## config.mk

```make
export PLATFORM = sky130hd
export DESIGN_NAME = hamming_tx_scheduler
export DESIGN_NICKNAME = d
export VERILOG_FILES = /design/src/rtl/hamming_tx_scheduler.sv
export SDC_FILE = /design/constraint.sdc
export NUM_CORES = 1
export LEC_CHECK = 0
export ABC_AREA = 1
export CAP_MARGIN = 10
export CORE_MARGIN = 2
export CORE_UTILIZATION = 47
export DETAILED_ROUTE_END_ITERATION = 6
export PLACE_DENSITY = 0.8
export SYNTH_ARGS = -nofsm -noshare
export SYNTH_HDL_FRONTEND = slang
export SYNTH_SLANG_ARGS = --single-unit
```

## constraint.sdc

```tcl
create_clock -name clk -period 2.5 [get_ports clk]
set_input_delay 0.25 -clock clk [delete_from_list [all_inputs] [get_ports clk]]
set_output_delay 0.25 -clock clk [all_outputs]
set_load 0.05 [all_outputs]
```

## src/rtl/hamming_tx_scheduler.sv

```systemverilog
// Two-requester round-robin front end sharing one Hamming(7,4) encoder; emits two codewords per byte.
// Latency: byte accepted at edge T -> first codeword valid in cycle T+1; one byte per 2 cycles sustained.
// Backpressure: code_ready=0 freezes the codeword and closes the accept window (no requester ready).
module hamming_tx_scheduler #(
  parameter int HI_FIRST = 1,
  parameter int CNT_W    = 16
) (
  input  logic             clk,
  input  logic             rst,
  input  logic             req0_valid,
  input  logic [7:0]       req0_data,
  output logic             req0_ready,
  input  logic             req1_valid,
  input  logic [7:0]       req1_data,
  output logic             req1_ready,
  output logic             code_valid,
  output logic [6:0]       code_data,
  output logic             code_src,
  output logic             code_last,
  input  logic             code_ready,
  output logic             busy,
  output logic [CNT_W-1:0] cw_count
);

  typedef enum logic [1:0] {IDLE, NIB0, NIB1} state_t;

  state_t             state_q, state_d;
  logic [7:0]         byte_q, byte_d;
  logic               src_q, src_d;
  logic               last_grant_q, last_grant_d;
  logic [CNT_W-1:0]   cnt_q, cnt_d;

  logic               win_open;
  logic               any_valid;
  logic               winner;
  logic               accept;
  logic               handoff;
  logic [3:0]         first_nib, second_nib, cur_nib;
  logic [6:0]         enc;

  // Codeword layout {d3,d2,d1,d0,p1,p2,p3}
  function automatic logic [6:0] ham_enc(input logic [3:0] d);
    logic p1, p2, p3;
    p1 = d[3] ^ d[2] ^ d[0];
    p2 = d[3] ^ d[1] ^ d[0];
    p3 = d[2] ^ d[1] ^ d[0];
    return {d, p1, p2, p3};
  endfunction

  // Arbitration and accept window; window reopens in NIB1 only when the last nibble leaves
  always_comb begin
    win_open  = !rst && ((state_q == IDLE) || ((state_q == NIB1) && code_ready));
    any_valid = req0_valid | req1_valid;
    if (req0_valid && req1_valid) winner = ~last_grant_q;
    else                          winner = req1_valid;
    accept     = win_open & any_valid;
    req0_ready = accept & ~winner;
    req1_ready = accept &  winner;
  end

  // Nibble selection, encoding and output gating (outputs read as zero while idle)
  always_comb begin
    first_nib  = (HI_FIRST != 0) ? byte_q[7:4] : byte_q[3:0];
    second_nib = (HI_FIRST != 0) ? byte_q[3:0] : byte_q[7:4];
    cur_nib    = (state_q == NIB1) ? second_nib : first_nib;
    enc        = ham_enc(cur_nib);
    code_valid = (state_q != IDLE);
    code_data  = code_valid ? enc : 7'd0;
    code_src   = code_valid & src_q;
    code_last  = (state_q == NIB1);
    busy       = code_valid;
    cw_count   = cnt_q;
    handoff    = code_valid & code_ready;
  end

  // Next-state: byte register only loads on accept, so stalls never overwrite it
  always_comb begin
    state_d      = state_q;
    byte_d       = byte_q;
    src_d        = src_q;
    last_grant_d = last_grant_q;
    cnt_d        = cnt_q + CNT_W'(handoff);
    if (accept) begin
      byte_d       = winner ? req1_data : req0_data;
      src_d        = winner;
      last_grant_d = winner;
    end
    case (state_q)
      IDLE: if (accept) state_d = NIB0;
      NIB0: if (code_ready) state_d = NIB1;
      NIB1: if (code_ready) state_d = accept ? NIB0 : IDLE;
      default: state_d = IDLE;
    endcase
  end

  // State registers; last_grant resets to 1 so req0 wins the first tie
  always_ff @(posedge clk or posedge rst) begin
    if (rst) begin
      state_q      <= IDLE;
      byte_q       <= 8'd0;
      src_q        <= 1'b0;
      last_grant_q <= 1'b1;
      cnt_q        <= '0;
    end else begin
      state_q      <= state_d;
      byte_q       <= byte_d;
      src_q        <= src_d;
      last_grant_q <= last_grant_d;
      cnt_q        <= cnt_d;
    end
  end

endmodule

```

==> results.json, run 1 <==
{
  "synth.cell_area_mm2": 0.001682,
  "tritoncts": "yes",
  "synth_compound_area_frac": 0.06324,
  "post_cts_buffers": 0,
  "synth_xor_area_frac": 0.06771,
  "synth.area.mux_share": 0,
  "first_pass_iters": 4,
  "worstSetupPathType": "flip-flop to output port",
  "numCtsBuffers": 3,
  "grt_overflow": 0,
  "die-area_mm2": 0.004072,
  "rsz0062_at_grt": "no",
  "end_kind": "output port",
  "n_antenna_cell": 0,
  "drt-total-wl_mm": 3.672,
  "grt_pass1_vias": 1382,
  "p_total_w": 0.002755,
  "setup.worst_path.start_class": "flip-flop",
  "rows": 21,
  "synth_largest_area_cell": "dfrtp_1",
  "drive_gt1_frac": 0.1725,
  "post-route-util": 0.6674,
  "detailed_place_hpwl_mm": 2.774,
  "crit_required_ns": 2.25,
  "core-area_mm2": 0.003390,
  "antenna_found_initial": 0,
  "seq_area_um2": 701.9,
  "crit_arrival_ns": 2.09,
  "place.gp.congestion": 0.8526,
  "synthAdderAreaFrac": 0.01488,
  "initial_core_util": 0.4961,
  "drt_iter0_drc": 47,
  "setup_viol": 0,
  "synth_nets": 229,
  "post-route-period-util": 0.9368,
  "postRouteAntennaNets": 0,
  "slew_headroom": 0.6617,
  "drcViolationCount": 0,
  "via_count": 1488,
  "yosys_warnings": 0,
  "hold_path_class": "input pin to asynchronous set/reset pin",
  "ys_seq_elements": 28,
  "area_growth_pct": 34.52,
  "fin_ws_ns": 0.1581,
  "htreeDepth": 1,
  "fmax_mhz": 427.0,
  "io_pins": 50,
  "viasPerCell": 4.944,
  "cts.sinks": 28,
  "vdd_drop_max_mv": 0.7191,
  "clock_path_buffers": 2,
  "min_period_ns": 2.342,
  "syn-instance-count": 206,
  "clk-insertion-delay-late_ns": 0.34,
  "status": "finished, final reports clean",
  "fin_setup_tns_ns": 0,
  "post_drt_wl_per_cell_um": 12.20,
  "synthTopCellsByArea": "dfrtp_1, nand2_1, nand3_1, nand2_2, nor2_1",
  "reg2reg_from": "state_q[1]",
  "slew_viol_final": 0,
  "rr_endpoint": "cw_count[12]",
  "seq_area_frac_synth": 0.4174,
  "yosysUniqueCellTypes": 29,
  "skew_ns": 0.002988,
  "yosys.area_share.simple": 0.3564,
  "multiInputGateArea_um2": 844.6,
  "port_buffers": 49,
  "layout_commonest_cell": "nand2_1",
  "fillers": 278,
  "whs_ns": 0.3741,
  "grt_usage": 0.1915,
  "rrSetupSlack_ns": 0.44,
  "synth_area_per_cell_um2": 8.163,
  "cp_max_fo": 13,
  "powerDensity_mw_per_mm2": 1218,
  "mostFrequentLayoutCells": "nand2_1, clkdlybuf4s50_1, dfrtp_1, nand3_1, nor2_1",
  "post-place-ws_ns": 0.4139,
  "nNetsFinal": 279,
  "grt_first_pass_wirelength_mm": 6.196,
  "hold_viol": 0,
  "synth_top_family_by_area": "simple AND/OR/NAND/NOR gates",
  "r2r_cells": 9,
  "drv_cap": 0,
  "cts-root-buf": "clkbuf_4",
  "path_clk_slew_ns": 0.15,
  "p_leak_nw": 1.110,
  "grt_max_degree": 29,
  "dieWidth_um": 63.82,
  "fp.dieH_um": 63.82,
  "worst_pin_slew_ns": 0.5066,
  "synth_top_area_share": 0.4018
}
-- per-layer routing --
layer / GRT usage / up-vias / wire [µm]
li1: - / 752 / -
met1: 0.2741 / 692 / 1777
met2: 0.2956 / 39 / 1675
met3: 0.02465 / 5 / 160
met4: 0.07337 / 0 / 59
met5: 0 / - / 0
-- worst max-delay path: stages (launching register included) --
cell and delay [ns]:
dfrtp_1 0.63, nor2_2 0.18, nor2_1 0.13, clkdlybuf4s50_1 0.81
-- cell type report --
type                    instances  share of cell area
clock buffers                   3            0.009956
clock inverters                 1             0.01327
inverters                      20             0.03540
multi-input cells             153              0.3733
flip-flops and latches         28              0.3103
well taps                      46             0.02544
repair buffers                 50              0.2323
-- flip-flops by register name, summed over array words and instances, names as in the netlist --
name and count:
state_q 2, cw_count 16, src_q 1, last_grant_q 1, byte_q 8
-- through the flow --
step,instance area (µm²),cells
after floorplan,1682,206
after CTS,2247,301
after global routing,2262,301
final,2262,301
after detailed placement,2195,297
after global placement,2195,297
-- logic make-up after synthesis --
group,count (synthesis)
AND/OR/NAND/NOR,124
flip-flops,28
buffers and inverters,25
AO/OA/AOI/OAI,14
XOR/XNOR,13
adder cells (fa/ha/maj),2
-- worst max path at each step --
| stage | startpoint | end | slack (ns) | cells after the start |
|---|---|---|---|---|
| 6_report | state_q[1] | code_src | 0.16 | 3 |
| 4_1_cts | state_q[1] | code_data[3] | 0.009 | 5 |
| 3_5_place_dp | state_q[1] | code_data[3] | 0.41 | 5 |
| 5_1_grt | state_q[1] | code_src | 0.08 | 3 |
| 2_1_floorplan | rst | req0_ready | 0.28 | 3 |
| 3_3_place_gp | state_q[1] | code_data[3] | 0.44 | 5 |
-- cells in the mapped netlist --
cell type and instances:
inv_1 17, ha_1 2, xor2_1 7, a21oi_2 1, nand3_1 20, or2_1 1, nand3_2 3, a21oi_1 3
inv_6 1, buf_6 2, nor2_1 19, nand3b_1 2, o21ai_2 8, o31ai_1 1, nand2_2 13, nor2_4 3
dfrtp_1 27, dfstp_2 1, buf_2 1, buf_12 1, o21ai_0 1, xnor2_1 6, nand4_1 1, buf_4 1
nor3_1 5, nand3_4 1, nand2_1 55, inv_2 2, nor2_2 1
-- power breakdown --
group          total (W)  internal, W  switching (W)
clock           0.000302     0.000162       0.000140
combinational    0.00173     0.000553        0.00117
sequential      0.000727     0.000592       0.000135
-- what timing repair did --
item / 4_1_cts / 5_1_grt
endpoints found under the setup margin: 0 / 6
hold buffers: 0 / 0
resized for setup: 0 / 6
Power figures use the tool's default switching activity.
==> run 2, diff against run 1 <==
--- a/config.mk
+++ b/config.mk
@@ -6,11 +6,13 @@
 export NUM_CORES = 1
 export LEC_CHECK = 0
 export ABC_AREA = 1
-export CAP_MARGIN = 10
+export CAP_MARGIN = 0
+export CELL_PAD_IN_SITES_DETAIL_PLACEMENT = 0
+export CELL_PAD_IN_SITES_GLOBAL_PLACEMENT = 2
 export CORE_MARGIN = 2
-export CORE_UTILIZATION = 47
+export CORE_UTILIZATION = 26
 export DETAILED_ROUTE_END_ITERATION = 6
-export PLACE_DENSITY = 0.8
+export PLACE_DENSITY_LB_ADDON = 0.1
 export SYNTH_ARGS = -nofsm -noshare
 export SYNTH_HDL_FRONTEND = slang
 export SYNTH_SLANG_ARGS = --single-unit
==> results.json, run 2 (synthesized netlist as in run 1, its figures left out) <==
{
  "drv_cap": 0,
  "post_drt_wl_per_cell_um": 12.50,
  "r2r_cells": 9,
  "drt-total-wl_mm": 4.174,
  "first_pass_iters": 4,
  "io_pins": 50,
  "setup.worst_path.start_class": "flip-flop",
  "worstSetupPathType": "flip-flop to output port",
  "hold_viol": 0,
  "p_total_w": 0.002817,
  "fin_setup_tns_ns": 0,
  "p_sw_frac": 0.5177,
  "slew_headroom": 0.6653,
  "postRouteAntennaNets": 0,
  "dieWidth_um": 84.42,
  "nNetsFinal": 281,
  "cts-root-buf": "clkbuf_8",
  "post-route-period-util": 0.9153,
  "clk-insertion-delay-late_ns": 0.27,
  "drt_iter0_drc": 50,
  "grt_first_pass_wirelength_mm": 7.210,
  "grt_overflow": 0,
  "min_period_ns": 2.288,
  "skew_ns": 0.005644,
  "post-place-cells": 330,
  "rows": 29,
  "place.gp.congestion": 0.6992,
  "vdd_drop_max_mv": 0.7368,
  "htreeDepth": 1,
  "drcViolationCount": 0,
  "die-area_mm2": 0.007127,
  "area_growth_pct": 37.65,
  "end_kind": "output port",
  "crit_required_ns": 2.25,
  "hold_buffers": 0,
  "worstSetupStartpoint": "state_q[1]",
  "crit_arrival_ns": 2.04,
  "post-route-util": 0.3666,
  "p_leak_nw": 1.071,
  "viasPerCell": 4.287,
  "layout_commonest_cell": "nand2_1",
  "drive_gt1_frac": 0.1907,
  "powerDensity_mw_per_mm2": 1217,
  "hold_path_class": "input pin to asynchronous set/reset pin",
  "antenna_found_initial": 0,
  "path_clk_slew_ns": 0.10,
  "comb_power_share": 0.614,
  "fillers": 701,
  "pwr-share-seq": 0.259,
  "cp_max_fo": 13,
  "clock_path_buffers": 2,
  "largest_reg_flops": 16,
  "via_count": 1432,
  "grt_usage": 0.1255,
  "power_frac_clock": 0.127,
  "port_buffers": 49,
  "detailed_place_hpwl_mm": 3.292,
  "rsz0062_at_grt": "no",
  "n_antenna_cell": 0,
  "fin_cells": 334,
  "p_int_w": 0.001358,
  "reg2reg_from": "state_q[1]",
  "worst_pin_slew_ns": 0.5005,
  "switchingPower_w": 0.001458,
  "initial_core_util": 0.2663,
  "grt_pass1_vias": 1521,
  "tritoncts": "yes",
  "grt_max_degree": 29,
  "mostFrequentLayoutCells": "nand2_1, clkdlybuf4s50_1, dfrtp_1, nand3_1, nor2_1",
  "core-area_mm2": 0.006314,
  "slew_viol_final": 0,
  "setup_viol": 0,
  "fp.dieH_um": 84.42,
  "numCtsBuffers": 3,
  "cts.sinks": 28,
  "status": "finished, final reports clean",
  "fmax_mhz": 437.0
}
[run 2: cell count changes in the layout (fill, tap and decap cells not counted)]
cell and change:
clkbuf_8 +3, clkdlybuf4s50_1 +2, clkbuf_4 -3, buf_4 +5, dlymetal6s2s_1 -5
[run 2: area by class of cell]
class,count,area [µm²],area share
Clock buffer,3,41.29,0.01784
Clock inverter,1,30.03,0.01297
Inverter,20,80.08,0.03459
Multi-Input combinational cell,153,844.6,0.3649
Sequential cell,28,701.9,0.3032
Tap cell,77,96.34,0.04162
Timing Repair Buffer,52,520.5,0.2249
[run 2: path summary, 6_finish.rpt]
path	endpoint	slack, ns
max in group asynchronous	last_grant_q	1.71
setup / recovery	code_valid	0.21
setup reg to reg	cw_count[12]	0.52
min in group clk	cw_count[15]	0.50
hold reg to reg	cw_count[15]	0.50
hold / removal	src_q	0.49
[run 2: worst max-delay path, cell delays in order, from the launching register on]
cell and delay (ns):
dfrtp_1 0.54, nor2_2 0.35, inv_1 0.15, clkdlybuf4s50_1 0.73
[run 2: power by group through the flow]
| stage | clock network, W | registers, W | logic, W |
|---|---|---|---|
| 3_3_place_gp | 0 | 0.000745 | 0.00177 |
| 6_report | 0.000356 | 0.000730 | 0.00173 |
| 5_1_grt | 0.000399 | 0.000753 | 0.00189 |
| 4_1_cts | 0.000371 | 0.000733 | 0.00176 |
| 3_5_place_dp | 0 | 0.000739 | 0.00176 |
| 2_1_floorplan | 0 | 0.000862 | 0.00115 |
[run 2: per-stage QoR]
step / cell area [µm²] / hold WS (ns) / worst slack, ns
final: 2315 / 0.4879 / 0.2117
after detailed placement: 2241 / 0.4788 / 0.3746
after global placement: 2241 / 0.4844 / 0.4356
after global routing: 2315 / 0.5314 / 0.05110
after floorplan: 1682 / 0.3457 / 0.2789
after CTS: 2312 / 0.5060 / 0.05518
[run 2: repair_timing]
action / in CTS / in global routing
gates resized for setup: 0 / 1
endpoints found under the hold margin: 0 / 0
setup buffers: 0 / 0
endpoints found under the setup margin: 0 / 1
[run 2: metal layers]
metal,global-route usage,part of all wire,vias to the layer above
li1,-,-,752
met1,0.1626,0.46,659
met2,0.2193,0.51,19
met3,0.01770,0.029,2
met4,0.03463,0.0053,0
met5,0,0,-
